===== config.mk =====
export PLATFORM = sky130hd
export DESIGN_NAME = dmem_port_arbiter
export DESIGN_NICKNAME = d
export VERILOG_FILES = /design/src/rtl/riscv_pipe_pkg.sv /design/src/rtl/dmem_starve_ctr.sv /design/src/rtl/dmem_port_arbiter.sv
export SDC_FILE = /design/constraint.sdc
export NUM_CORES = 1
export LEC_CHECK = 0
export ABC_AREA = 1
export CORE_UTILIZATION = 45
export CTS_CLUSTER_DIAMETER = 120
export DETAILED_ROUTE_END_ITERATION = 8
export HOLD_SLACK_MARGIN = 0.06
export PLACE_DENSITY = 0.92
export SYNTH_ARGS = -nofsm -noshare
export SYNTH_HDL_FRONTEND = slang
export SYNTH_SLANG_ARGS = --single-unit

===== constraint.sdc =====
create_clock -name clk_i -period 12.6 [get_ports clk_i]
set_input_delay 2.52 -clock clk_i [delete_from_list [all_inputs] [get_ports clk_i]]
set_output_delay 2.52 -clock clk_i [all_outputs]
set_load 0.01 [all_outputs]

===== src/rtl/riscv_pipe_pkg.sv =====
`default_nettype none
// ============================================================================
//  Module      : riscv_pipe_pkg
//  Description : Shared pipeline types and default widths for the MEM stage.
//  Revision    : 1.0 - initial release
// ============================================================================
package riscv_pipe_pkg;

  localparam int c_defAddrW = 32;
  localparam int c_defDataW = 32;

  typedef enum logic [1:0] {
    IDLE     = 2'd0,
    CPU_BUSY = 2'd1,
    CPU_DONE = 2'd2,
    DBG_BUSY = 2'd3
  } dmem_arb_state_t;

endpackage
`default_nettype wire


===== src/rtl/dmem_starve_ctr.sv =====
`default_nettype none
// ============================================================================
//  Module      : dmem_starve_ctr
//  Description : Saturating pending-debug counter; force_o at STARVE_MAX.
//  Revision    : 1.0 - initial release
// ============================================================================
module dmem_starve_ctr #(
  parameter int STARVE_MAX = 8
) (
  input  logic clk_i,
  input  logic rst_i,
  input  logic pend_i,
  input  logic grant_i,
  output logic force_o
);

  localparam int c_cntW = $clog2(STARVE_MAX + 1);
  localparam logic [c_cntW-1:0] c_max = c_cntW'(STARVE_MAX);

  logic [c_cntW-1:0] r_cnt;

  always_ff @(posedge clk_i or posedge rst_i) begin
    if (rst_i) begin
      r_cnt <= '0;
    end else if (!pend_i || grant_i) begin
      r_cnt <= '0;
    end else if (r_cnt != c_max) begin
      r_cnt <= r_cnt + 1'b1;
    end
  end

  assign force_o = (r_cnt == c_max);

endmodule
`default_nettype wire


===== src/rtl/dmem_port_arbiter.sv =====
`default_nettype none
// ============================================================================
//  Module      : dmem_port_arbiter
//  Description : Data-memory sequencer/arbiter, CPU (EX/MEM) over debug port.
//                Optional starvation guard: DMEM_ARB_STARVE_GUARD_EN.
//  Revision    : 1.0 - initial release
// ============================================================================
module dmem_port_arbiter
  import riscv_pipe_pkg::*;
#(
  parameter int ADDR_W = c_defAddrW,
  parameter int DATA_W = c_defDataW
`ifdef DMEM_ARB_STARVE_GUARD_EN
  , parameter int STARVE_MAX = 8
`endif
) (
  input  logic              clk_i,
  input  logic              rst_i,
  input  logic              cpu_rd_i,
  input  logic              cpu_wr_i,
  input  logic [ADDR_W-1:0] cpu_addr_i,
  input  logic [DATA_W-1:0] cpu_wdata_i,
  output logic [DATA_W-1:0] cpu_rdata_o,
  output logic              cpu_stall_o,
  input  logic              dbg_req_i,
  input  logic              dbg_we_i,
  input  logic [ADDR_W-1:0] dbg_addr_i,
  input  logic [DATA_W-1:0] dbg_wdata_i,
  output logic              dbg_gnt_o,
  output logic              dbg_done_o,
  output logic [DATA_W-1:0] dbg_rdata_o,
  output logic              mem_req_o,
  output logic              mem_we_o,
  output logic [ADDR_W-1:0] mem_addr_o,
  output logic [DATA_W-1:0] mem_wdata_o,
  input  logic [DATA_W-1:0] mem_rdata_i,
  input  logic              mem_ack_i
);

  dmem_arb_state_t r_state;

  logic w_cpuReq;
  logic w_forceDbg;
  logic w_dbgGrant;
  logic w_cpuGrant;

  assign w_cpuReq = cpu_rd_i | cpu_wr_i;

`ifdef DMEM_ARB_STARVE_GUARD_EN
  dmem_starve_ctr #(
    .STARVE_MAX (STARVE_MAX)
  ) u_starveCtr (
    .clk_i   (clk_i),
    .rst_i   (rst_i),
    .pend_i  (dbg_req_i),
    .grant_i (w_dbgGrant),
    .force_o (w_forceDbg)
  );
`else
  assign w_forceDbg = 1'b0;
`endif

  // The requester still holds dbg_req_i while dbg_done_o is up; no regrant then.
  assign w_dbgGrant = (r_state == IDLE) && dbg_req_i && !dbg_done_o
                      && (w_forceDbg || !w_cpuReq);
  assign w_cpuGrant = (r_state == IDLE) && w_cpuReq && !w_dbgGrant;

  assign dbg_gnt_o   = w_dbgGrant;
  assign cpu_stall_o = w_cpuReq && (r_state != CPU_DONE);

  always_ff @(posedge clk_i or posedge rst_i) begin
    if (rst_i) begin
      r_state     <= IDLE;
      cpu_rdata_o <= '0;
      dbg_done_o  <= 1'b0;
      dbg_rdata_o <= '0;
      mem_req_o   <= 1'b0;
      mem_we_o    <= 1'b0;
      mem_addr_o  <= '0;
      mem_wdata_o <= '0;
    end else begin
      dbg_done_o <= 1'b0;
      unique case (r_state)
        IDLE: begin
          if (w_dbgGrant) begin
            r_state     <= DBG_BUSY;
            mem_req_o   <= 1'b1;
            mem_we_o    <= dbg_we_i;
            mem_addr_o  <= dbg_addr_i;
            mem_wdata_o <= dbg_wdata_i;
          end else if (w_cpuGrant) begin
            r_state     <= CPU_BUSY;
            mem_req_o   <= 1'b1;
            mem_we_o    <= cpu_wr_i;
            mem_addr_o  <= cpu_addr_i;
            mem_wdata_o <= cpu_wdata_i;
          end
        end
        CPU_BUSY: begin
          if (mem_ack_i) begin
            r_state   <= CPU_DONE;
            mem_req_o <= 1'b0;
            if (!mem_we_o) cpu_rdata_o <= mem_rdata_i;
          end
        end
        // One dead cycle lets the pipeline advance before EX/MEM is sampled again.
        CPU_DONE: r_state <= IDLE;
        DBG_BUSY: begin
          if (mem_ack_i) begin
            r_state    <= IDLE;
            mem_req_o  <= 1'b0;
            dbg_done_o <= 1'b1;
            if (!mem_we_o) dbg_rdata_o <= mem_rdata_i;
          end
        end
        default: r_state <= IDLE;
      endcase
    end
  end

endmodule
`default_nettype wire


==> metrics <==
Die X=120.7 um; Final Hold Fails=0; CTS tree=yes; Post-synth top cells=nand2_1, inv_1, dfrtp_1; H-Tree Depth=4; vias in the first global route=6,420; # diodes=0; Clock Latency Late Sink=0.42 ns; Core Area=13,830 um2; total global routing track utilization=28.35%; Rows=43; total grt overflow=0; clock-pin transition on the worst setup and hold timing paths=0.06 ns; Leakage Power=5.147 nW; Setup Skew=0.005188 ns; final setup TNS=0 ns; WL per Instance=15.80 um; power share of the sequential group=32.8%; Yosys Warn Count=0; antenna violations before repair=0; CTS buffer count=17; first-pass GRT wire length=31.50 mm; number of enable flip-flop cells after synthesis=0; initial core utilization=45.89%; Placer Congestion=0.7773; vias=6,580; top cells by area, synth=dfrtp_1, nand2_1, inv_1, nand4_1, nand3_1; clk root buf=clkbuf_16; setup repair after global routing missed its margin=false; most common cell in the netlist=nand2_1; Max VDD drop=130.1 uV; CTS max path bufs=2; Post-Syn Area=6345 um2; Nets=1,271; relative slew slack=24.38%; HPWL after DPL=13.79 mm; reg2reg path depth=6; CP Depth=7; layout cell share with drive strength beyond 1=4.208%; Clk pwr share=22.6%; CP arrival=4.91 ns; Worst setup EP type=output port; ANT nets after route=0; worst-margin pin slew=1.133 ns; final setup fails=0; # Post-CTS Setup Buffers=0; Hold WC Path Type=flop to flop; Finished Cell Area=10,010 um2; full die area=14,580 um2; Hold Worst Slack=0.4762 ns; CTS Sinks=133; Critical path buffers and inverters=5; largest net degree at the start of global routing=74; worst slack, placed=5.255 ns; Critical Path Max Stage Delay=0.60 ns; synthesized flop and latch total=133; switching power total=0.8331 mW; DRT Pass-1 Iters=7; Via density=5.073; Post-Syn Nets=1,000; startpoint types=input port; final setup margin=5.171 ns; status=finished, final reports clean; Critical-path top delay cell=buf_4; # IOs=300; share of the synthesized area in the top cell type=52.46%; Mapped Cells=833; P&R area growth vs syn=57.70%; Post-Place Cells=1,265; DRC viols=0; Largest delay share family, worst path=buffers and inverters; CTS resizes=0; fin. max-slew vios=0; Async SR Flop Fraction=100.0%; Placement Cell Area=9392 um2; final WL=20.49 mm; critical path fanouts, max=69; Logic pwr share=44.7%; post-synth cell types=17; MaxCap Viol Count=0; Post-CTS Hold Buffers=0; minimum clock period=7.429 ns; Die Ht=120.7 um; CP Cell Sequence=clkdlybuf4s50_1 > nor2_4 > buf_4 > nand3_2 > buf_4 > inv_1 > clkdlybuf4s50_1; Worst Setup SP=cpu_wr_i; r2r startpoint=r_state[1]$_DFFE_PP0P_; largest area contributor in the netlist=dfrtp_1; Worst Setup EP=dbg_gnt_o; Starting DRT DRC Count=595; Reg2Reg Setup Slack=9.94 ns; sequential area share after synthesis=52.46%; port bufs=299; syn avg cell area=7.617 um2; Post-Layout Cell Count=1,297; Final period util=58.96%; post-route core utilization=72.36%; Synth Flop Type=dfrtp_1; Switching Fraction=36.54%; r2r endpoint=mem_addr_o[8]$_DFFE_PP0P_; Pint=1.447 mW; Worst Path Class, Setup=input port to output port; total power=2.280 mW; critical path required time=10.08 ns; PwrDens=227.8 nW/um2; Achievable Freq=0.1346 GHz
-- routing by layer --
| layer | track usage [%] | wire length (um) | vias up | part of all wire [%] |
|---|---|---|---|---|
| met1 | 30.51 | 7496 | 3077 | 37 |
| met2 | 49.03 | 10280 | 333 | 50 |
| met4 | 13.73 | 621 | 0 | 3.0 |
| met5 | 0 | 0 | - | 0 |
| met3 | 10.47 | 2096 | 52 | 10 |
| li1 | - | - | 3118 | - |
-- flip-flops by register name, indices dropped and copies added (netlist names) --
register and cells:
cpu_rdata_o 32, mem_we_o 1, mem_addr_o 32, dbg_rdata_o 32
mem_req_o 1, dbg_done_o 1, r_state 2, mem_wdata_o 32
-- layout by cell type, fill, tap and decap left out --
cell type / n
nand3_2: 1
clkbuf_16: 17
nand3_1: 66
nand4_1: 65
nand2_1: 268
clkdlybuf4s50_1: 299
nor2_1: 4
inv_6: 6
inv_2: 2
clkbuf_1: 1
o21ai_1: 8
nand2_2: 3
o21ai_0: 57
clkinvlp_4: 5
buf_4: 6
bufinv_16: 3
dfrtp_1: 133
inv_1: 166
a21oi_1: 3
clkbuf_8: 1
nor2_4: 3
-- cell type report --
cell class                      count  area, um2
Clock inverter                     13      171.4
Multi-Input combinational cell    478       2161
Clock buffer                       19      442.9
Inverter                          169      639.4
Tap cell                          180      225.2
Timing Repair Buffer              305       3038
Sequential cell                   133       3328
Fill cell                         997       3821
-- cells by family (layout without fill, tap and decap cells) --
| group | after synthesis | count (layout) | share of synthesized area, % |
|---|---|---|---|
| compound gates | 68 | 68 | 5.364 |
| flops | 133 | 133 | 52.46 |
| buf+inv | 222 | 506 | 13.80 |
| simple gates | 410 | 410 | 28.38 |
-- worst register-to-register path, delay by kind of cell, from the launching register on --
family / cells / cell delay (ns)
simple gates: 4 / 0.68
buf+inv: 2 / 1.45
flops: 1 / 0.46
-- power groups by stage --
stage               Clock (mW)  Sequential [mW]  Combinational [mW]
global placement             0            0.735               0.986
finish                   0.514            0.747                1.02
floorplan                    0            0.828               0.364
detailed placement           0            0.744                1.01
global route             0.540            0.768                1.10
CTS                      0.520            0.745                1.02
-- how the worst min path moves through the flow --
stage               slack [ns]                         from                           to  cells past startpoint
floorplan                 0.50        mem_req_o$_DFFE_PP0P_        mem_req_o$_DFFE_PP0P_                      2
global placement          0.46   mem_addr_o[10]$_DFFE_PP0P_   mem_addr_o[10]$_DFFE_PP0P_                      2
detailed placement        0.46   mem_wdata_o[4]$_DFFE_PP0P_   mem_wdata_o[4]$_DFFE_PP0P_                      2
CTS                       0.48   mem_wdata_o[4]$_DFFE_PP0P_   mem_wdata_o[4]$_DFFE_PP0P_                      2
global route              0.49   mem_addr_o[27]$_DFFE_PP0P_   mem_addr_o[27]$_DFFE_PP0P_                      2
finish                    0.48  mem_wdata_o[24]$_DFFE_PP0P_  mem_wdata_o[24]$_DFFE_PP0P_                      2
Power figures use the tool's default switching activity.
